`src/rtl/if_fetch_stage.sv`:
```
// if_fetch_stage
//   Instruction-fetch stage that feeds the IF/ID pipeline register. It owns
//   the PC and issues one memory request at a time. A fetched instruction is
//   held until ID accepts it. A flush redirects the PC to a new target.
//
// Ports
//   clk, rst_n      clock; synchronous active-low reset
//   flush, flush_pc redirect request (highest priority) and its target
//   allow_in_id     ID can accept the held instruction this cycle
//   valid_if        held instruction is presented to ID
//   ready_go_if     IF is done with the held instruction
//   pc_if           PC of the held or current fetch
//   instruction_if  held instruction
//   imem_req        memory request
//   imem_addr       request address (always equals pc_if)
//   imem_gnt        memory accepted the request this cycle
//   imem_rvalid     memory response valid (in order, at most one outstanding)
//   imem_rdata      memory response data
module if_fetch_stage #(
    parameter int unsigned   BUS_WIDTH  = 32,
    parameter int unsigned   DATA_WIDTH = 32,
    parameter logic [BUS_WIDTH-1:0] RESET_PC = '0
) (
    input  logic                  clk,
    input  logic                  rst_n,
    input  logic                  flush,
    input  logic [BUS_WIDTH-1:0]  flush_pc,
    input  logic                  allow_in_id,
    output logic                  valid_if,
    output logic                  ready_go_if,
    output logic [BUS_WIDTH-1:0]  pc_if,
    output logic [DATA_WIDTH-1:0] instruction_if,
    output logic                  imem_req,
    output logic [BUS_WIDTH-1:0]  imem_addr,
    input  logic                  imem_gnt,
    input  logic                  imem_rvalid,
    input  logic [DATA_WIDTH-1:0] imem_rdata
);

    typedef enum logic [3:0] {
        IDLE = 4'b0001,
        REQ  = 4'b0010,
        WAIT = 4'b0100,
        HOLD = 4'b1000
    } state_t;

    state_t                state, state_n;
    logic [BUS_WIDTH-1:0]  pc, pc_n;
    logic [DATA_WIDTH-1:0] instr_buf, instr_buf_n;
    logic                  drop, drop_n;
    logic [BUS_WIDTH-1:0]  flush_target;

    // Redirect targets are always word aligned.
    assign flush_target = {flush_pc[BUS_WIDTH-1:2], 2'b00};

    always_ff @(posedge clk) begin
        if (!rst_n) begin
            state     <= IDLE;
            pc        <= RESET_PC;
            instr_buf <= '0;
            drop      <= 1'b0;
        end else begin
            state     <= state_n;
            pc        <= pc_n;
            instr_buf <= instr_buf_n;
            drop      <= drop_n;
        end
    end

    always_comb begin
        state_n     = state;
        pc_n        = pc;
        instr_buf_n = instr_buf;
        drop_n      = drop;
        valid_if    = 1'b0;
        ready_go_if = 1'b0;
        imem_req    = 1'b0;

        unique case (state)
            IDLE: begin
                state_n = REQ;
            end
            REQ: begin
                imem_req = !flush;
                if (flush) begin
                    pc_n = flush_target;
                end else if (imem_gnt) begin
                    state_n = WAIT;
                end
            end
            WAIT: begin
                if (flush) begin
                    pc_n = flush_target;
                    if (imem_rvalid) begin
                        // The outstanding response arrives now, so there is
                        // nothing left to drop.
                        drop_n  = 1'b0;
                        state_n = REQ;
                    end else begin
                        drop_n = 1'b1;
                    end
                end else if (imem_rvalid) begin
                    if (drop) begin
                        drop_n  = 1'b0;
                        state_n = REQ;
                    end else begin
                        instr_buf_n = imem_rdata;
                        state_n     = HOLD;
                    end
                end
            end
            HOLD: begin
                valid_if    = !flush;
                ready_go_if = 1'b1;
                if (flush) begin
                    pc_n    = flush_target;
                    state_n = REQ;
                end else if (allow_in_id) begin
                    pc_n    = pc + BUS_WIDTH'(4);
                    state_n = REQ;
                end
            end
            default: begin
                state_n = IDLE;
            end
        endcase
    end

    assign pc_if          = pc;
    assign imem_addr      = pc;
    assign instruction_if = instr_buf;

endmodule

```
`config.mk`:
```
export PLATFORM = sky130hd
export DESIGN_NAME = if_fetch_stage
export DESIGN_NICKNAME = d
export VERILOG_FILES = /design/src/rtl/if_fetch_stage.sv
export SDC_FILE = /design/constraint.sdc
export NUM_CORES = 1
export LEC_CHECK = 0
export CAP_MARGIN = 40
export CORE_MARGIN = 2
export CORE_UTILIZATION = 38
export DETAILED_ROUTE_END_ITERATION = 7
export PLACE_DENSITY = 0.84
export SLEW_MARGIN = 20
export SYNTH_ARGS = -nofsm -noshare
export SYNTH_HDL_FRONTEND = slang
export SYNTH_SLANG_ARGS = --single-unit
```
`constraint.sdc`:
```
create_clock -name clk -period 2.1 [get_ports clk]
set_clock_uncertainty 0.2 [all_clocks]
set_input_delay 0.21 -clock clk [delete_from_list [all_inputs] [get_ports clk]]
set_output_delay 0.21 -clock clk [all_outputs]
set_load 0.005 [all_outputs]
```
Word level (Yosys, flattened, before mapping)
Index checks and enable logic that the tools add are counted.
W data, S select, Z words.
{ "word_totals": {"ff_bits": 69, "latch_bits": 0, "ram_bits": 0, "mem_bits_ro": 0, "in_bits": 70, "word_cells": 43, "n_memories": 0} }
{ "op_classes": {"add_sub_neg": 1, "multipliers": 0, "n_div": 0, "magnitude_cmp": 0, "n_eq_ne": 9, "n_shift": 0, "mux": 19, "bitwise": 2, "reduce_logical": 8} }
{ "ops": {"columns": ["operator", "n"], "rows": [
  ["$mux W32", 3],
  ["$pmux W32 S2", 1],
  ["$add A32 B3 Y32 const B", 1],
  ["$mux W4", 8],
  ["$pmux W4 S4", 1],
  ["$reduce_and A4 Y1", 2],
  ["$mux W1", 6],
  ["$ne A2 B2 Y1 const B", 3],
  ["$eq A4 B1 Y1 const B", 1],
  ["$eq A4 B2 Y1 const B", 1],
  ["$eq A4 B3 Y1 const B", 1],
  ["$eq A4 B4 Y1 const B", 1],
  ["$reduce_bool A2 Y1", 2],
  ["$ne A3 B3 Y1 const B", 1],
  ["$reduce_and A3 Y1", 1],
  ["$ne A2 B1 Y1 const B", 1],
  ["$not A1 Y1", 2],
  ["$reduce_and A2 Y1", 1],
  ["$reduce_or A2 Y1", 1],
  ["$logic_not A1 Y1", 1]
]} }

Depth between registers and ports, before layout
{ "logic_depth": {"depth_word": 4, "mapped_depth": 8, "depth_no_buf": 6} }

Worst setup path before layout
OpenSTA, ideal clock, no wires.
{ "synth_timing": {"path_type": "flip-flop to flip-flop", "startpoint": "register pc[10] (netlist: imem_addr[10])", "endpoint": "register pc[31] (netlist: imem_addr[31])", "setup_ps": 123, "arrival_time_ps": 1933, "path_slack_ps": -156, "path_stages_with_launch": 7, "period_less_slack_ps": 2256, "cell_sequence": "dfxtp_1 > nand4_2 > or4_1 > buf_2 > or4_4 > nor3_2 > nor3_2"} }
{ "synth_between": {"elab_chain_len": 4} }
{ "synth_lines": {"columns": ["element", "line", "text"], "rows": [
  ["start, declared", "48", "logic [BUS_WIDTH-1:0] pc, pc_n;"],
  ["start signal, assigned", "64", "pc <= pc_n;"],
  ["$add A32 B3 Y32", "119", "pc_n = pc + BUS_WIDTH'(4);"],
  ["$mux W32", "118", "end else if (allow_in_id) begin"],
  ["$mux W32", "115", "if (flush) begin"],
  ["$pmux W32 S2", "79", "unique case (state)"]
]} }
No other way between the ends. The select of a mux whose other input is x is not followed.
A chain may end at the register's enable or synchronous reset.

Worst setup path in the final report
{ "layout_timing": {"startpoint": "register state[2]", "endpoint": "register pc[7] (netlist: imem_addr[7])"} }
{ "layout_between": {"elab_chain_len": 4, "elab_cells_between_ends": 9, "classes_between": "5 x eq/ne; 1 x mux; 3 x reduce/logical"} }
{ "layout_lines": {"columns": ["element", "line", "text"], "rows": [
  ["start, declared", "47", "state_t state, state_n;"],
  ["start signal, assigned", "63", "state <= state_n;"],
  ["$eq A4 B3 Y1 or $eq A4 B2 Y1 (tied branches)", "79", null],
  ["$reduce_or A2 Y1 (no line)", null, null],
  ["$ne A2 B1 Y1 (no line) or $reduce_bool A2 Y1 (tied branches)", null, null],
  ["$reduce_and A3 Y1 (no line)", null, null]
]} }
Several ways; a longest one is shown, not always the timed one.

==> key figures <==
Status
  – Outcome: complete, but fails checks
  – Violated checks: negative setup slack

Die
  – Std-Cell Rows: 35
  – Initial standard-cell utilization of the core: 39.2%
  – Floorplan die area: 10300 um2
  – Area inside the core boundary: 9240 um2
  – Chip Height: 102 um
  – Total I/O pin count: 169
  – X dimension of the die: 102 um

Cells and area
  – Fillcell total: 673
  – Fraction of final layout cells sized beyond drive strength 1: 24.4%
  – Antenna diode instance count: 0
  – Most common cell after layout, fill and taps aside: sky130_fd_sc_hd__clkdlybuf4s50_1
  – Leading cell types in the layout, fill and taps excluded: 159 x sky130_fd_sc_hd__clkdlybuf4s50_1, 99 x sky130_fd_sc_hd__nand2_1, 59 x sky130_fd_sc_hd__buf_4
  – Syn-to-layout area delta: 75.9%
  – Net count of the finished layout: 738
  – Count of placed standard cells in the final layout, fillers left out: 801

Run
  – Maximum Capacitance Violations: 0

STA
  – Worst slack on hold paths: 0.201 ns
  – Final Worst Setup Slack: -0.141 ns
  – Hold Vio Cnt, Final: 0
  – Setup repair after global routing missed its margin: true
  – F_max: 446 MHz
  – Crit path time final: 2.24 ns
  – Part of the cycle the worst path needs: 107%
  – Total setup violations reported at the end of the flow: 26
  – Final count of pins violating max slew: 0

Routing
  – Total via count in the routed design: 4454
  – Via count normalized by instance count: 5.56
  – Iteration count of the initial detailed-routing pass: 5
  – Highest signal layer in the routed design: met4
  – DRC marker count from the first detailed-route iteration: 277
  – Routed length on met2: 6.82 mm
  – Routed metal-1 wire length: 4.97 mm
  – Antenna Violating Nets Remaining: 0
  – Number of remaining DRC errors: 0
  – Wire length per cell after detailed routing: 17.1 um
  – Total detailed-routing wirelength: 13.7 mm
  – Met3 wire length: 1.42 mm

Clock network
  – CTS tree: built
  – Clock insertion delay at the later pin of the skew report: 0.36 ns
  – CTS hold repair buffers: 0
  – Clock-pin slew reported for the worst setup and hold paths after clock tree synthesis: 0.08 ns
  – Maximum level of the CTS H-tree: 3
  – CTS root buffer: sky130_fd_sc_hd__clkbuf_8
  – Clock sink count: 67
  – Number of clock buffers inserted by TritonCTS: 9
  – Max Root-Sink Buffers: 2

Synth
  – Sequential element share of the synthesized area: 37.0%
  – Count of distinct cell types in the synthesized netlist: 59
  – Number of synthesized register bits: 67
  – Post-synth top area share: 37.0%
  – Proportion of register bits with asynchronous set or reset after synthesis: 0%
  – Mean area per synthesized cell: 7.52 um2
  – Most used flip-flop cell after synthesis: sky130_fd_sc_hd__dfxtp_1
  – Largest area contributor in the synthesized netlist: sky130_fd_sc_hd__dfxtp_1
  – Synthesis warning total: 0
  – Synthesized netlist cell count: 482
  – Area of the mapped netlist: 3620 um2
  – Biggest area contributors in the synthesized netlist: sky130_fd_sc_hd__dfxtp_1 37%, sky130_fd_sc_hd__nand2_1 10%, sky130_fd_sc_hd__a21oi_1 8.6%
  – Count of flip-flops with a built-in enable after synthesis: 0

Worst setup path
  – Crit path required time: 2.20 ns
  – Crit path max fanout: 9
  – Critical path endpoint category: register
  – Worst Path Arrival: 2.34 ns
  – Setup CP Type: reg -> reg
  – Setup crit start kind: register

Global routing
  – Via count of the first global-routing pass: 4166
  – Antenna violations before repair: 0
  – GRT overflow: 0
  – Pin count of the biggest net entering global routing: 33
  – Combined global-route utilization of all metal layers: 24.1%
  – First-pass GRT wire length: 19.8 mm

Placed design
  – Detailed Place HPWL: 8.67 mm
  – Number of buffers inserted by port buffering: 162
  – Routability congestion estimate from global placement: 0.810
  – Number of placed cells counting well taps: 766

Power and ir drop
  – Total power density per cell area: 488 nW/um2
  – Worst vdd ir: 407 uV
  – Cell leakage power: 2.35 nW

Hold path
  – Class of the worst hold path: in -> reg
## cell type report
cell class	instances	area [um2]	area share (%)
Clock buffer	11	163	2.55
Clock inverter	5	81.3	1.28
Inverter	7	38.8	0.609
Multi-Input combinational cell	344	2140	33.6
Sequential cell	67	1360	21.3
Tap cell	129	161	2.53
Timing Repair Buffer	238	2430	38.2
## cells in the mapped netlist (2+ instances only)
| cell type | n |
|---|---|
| sky130_fd_sc_hd__nor3_2 | 2 |
| sky130_fd_sc_hd__clkbuf_1 | 18 |
| sky130_fd_sc_hd__a41oi_1 | 2 |
| sky130_fd_sc_hd__nor3b_1 | 2 |
| sky130_fd_sc_hd__inv_1 | 5 |
| sky130_fd_sc_hd__and2_1 | 3 |
| sky130_fd_sc_hd__a21o_1 | 2 |
| sky130_fd_sc_hd__a31oi_1 | 3 |
| sky130_fd_sc_hd__o21a_1 | 4 |
| sky130_fd_sc_hd__nand2_1 | 100 |
| sky130_fd_sc_hd__or3_1 | 5 |
| sky130_fd_sc_hd__and2_0 | 3 |
| sky130_fd_sc_hd__o211a_1 | 2 |
| sky130_fd_sc_hd__inv_2 | 2 |
| sky130_fd_sc_hd__buf_2 | 9 |
| sky130_fd_sc_hd__and3_1 | 6 |
| sky130_fd_sc_hd__nor3_1 | 10 |
| sky130_fd_sc_hd__buf_6 | 4 |
| sky130_fd_sc_hd__buf_4 | 35 |
| sky130_fd_sc_hd__nor4_1 | 4 |
| sky130_fd_sc_hd__o31ai_1 | 2 |
| sky130_fd_sc_hd__nand3_1 | 17 |
| sky130_fd_sc_hd__a211oi_1 | 5 |
| sky130_fd_sc_hd__dfxtp_1 | 67 |
| sky130_fd_sc_hd__o31a_1 | 3 |
| sky130_fd_sc_hd__nand2b_1 | 4 |
| sky130_fd_sc_hd__nand3b_1 | 3 |
| sky130_fd_sc_hd__a21boi_0 | 2 |
| sky130_fd_sc_hd__nand4_1 | 6 |
| sky130_fd_sc_hd__nor2_1 | 27 |
| sky130_fd_sc_hd__a311oi_1 | 4 |
| sky130_fd_sc_hd__o221a_2 | 4 |
| sky130_fd_sc_hd__o21ai_0 | 22 |
| sky130_fd_sc_hd__a21oi_1 | 62 |
| sky130_fd_sc_hd__o22ai_1 | 9 |
## power by group
group          internal (mW)  leakage (nW)  switching, mW
combinational          0.282          1.68          0.183
sequential              1.30         0.546         0.0265
clock                  0.775         0.121          0.541
total                   2.36          2.35          0.751
## metrics by stage
stage,utilization [%],instance area (um2),setup slack [ns],total power [mW],TNS (ns)
after floorplan,-,3700,-0.0530,1.53,-0.344
after global placement,60.1,5560,-0.112,1.78,-1.56
after detailed placement,60.1,5560,-0.156,1.79,-2.65
after CTS,64.9,6000,-0.171,3.09,-1.79
after global routing,69.0,6370,-0.196,3.21,-3.17
final,69.0,6370,-0.141,3.11,-1.80
## cells by family after synthesis
logic type	after synthesis	synth area share, %
AND/OR/NAND/NOR	203	27.0
AO/OA/AOI/OAI	136	23.1
buffers and inverters	74	12.4
flip-flops	67	37.0
adder cells (fa/ha/maj)	1	0.345
other	1	0.103
## worst max-delay path, cell delays in order (launching register included)
cell                      delay, ns
sky130_fd_sc_hd__dfxtp_2       0.32
sky130_fd_sc_hd__or4b_4        0.53
sky130_fd_sc_hd__or2_4         0.26
sky130_fd_sc_hd__buf_8         0.14
sky130_fd_sc_hd__buf_12        0.13
sky130_fd_sc_hd__or3_1         0.37
sky130_fd_sc_hd__a21oi_2       0.12
sky130_fd_sc_hd__o21a_1        0.12
## final timing paths
kind / startpoint / end / slack, ns / depth (start not counted)
setup / recovery: state[2]$_SDFFE_PN0P_ / imem_addr[7]$_SDFFE_PN0P_ / -0.14 / 7
hold / removal: imem_rdata[14] / instruction_if[14]$_SDFFE_PN0P_ / 0.20 / 3
setup reg to reg: state[2]$_SDFFE_PN0P_ / imem_addr[7]$_SDFFE_PN0P_ / -0.14 / 7
hold reg to reg: instruction_if[26]$_SDFFE_PN0P_ / instruction_if[26]$_SDFFE_PN0P_ / 0.25 / 2
## sequential cells by signal (all words and copies together) (netlist names)
name,flops
imem_addr,30
drop,1
state,4
instruction_if,32
## per-layer routing
| metal | GRT usage (%) | vias up |
|---|---|---|
| li1 | - | 2036 |
| met1 | 26.5 | 2094 |
| met2 | 41.6 | 267 |
| met3 | 8.56 | 57 |
| met4 | 10.8 | 0 |
| met5 | 0 | - |
## what timing repair did
| item | in CTS | in global routing |
|---|---|---|
| setup buffers | 1 | 11 |
| cloned | 4 | 3 |
| resized for setup | 15 | 64 |
| pin swaps | 13 | 36 |
| setup endpoints to repair | 13 | 55 |
(Power assumes the default switching activity.)
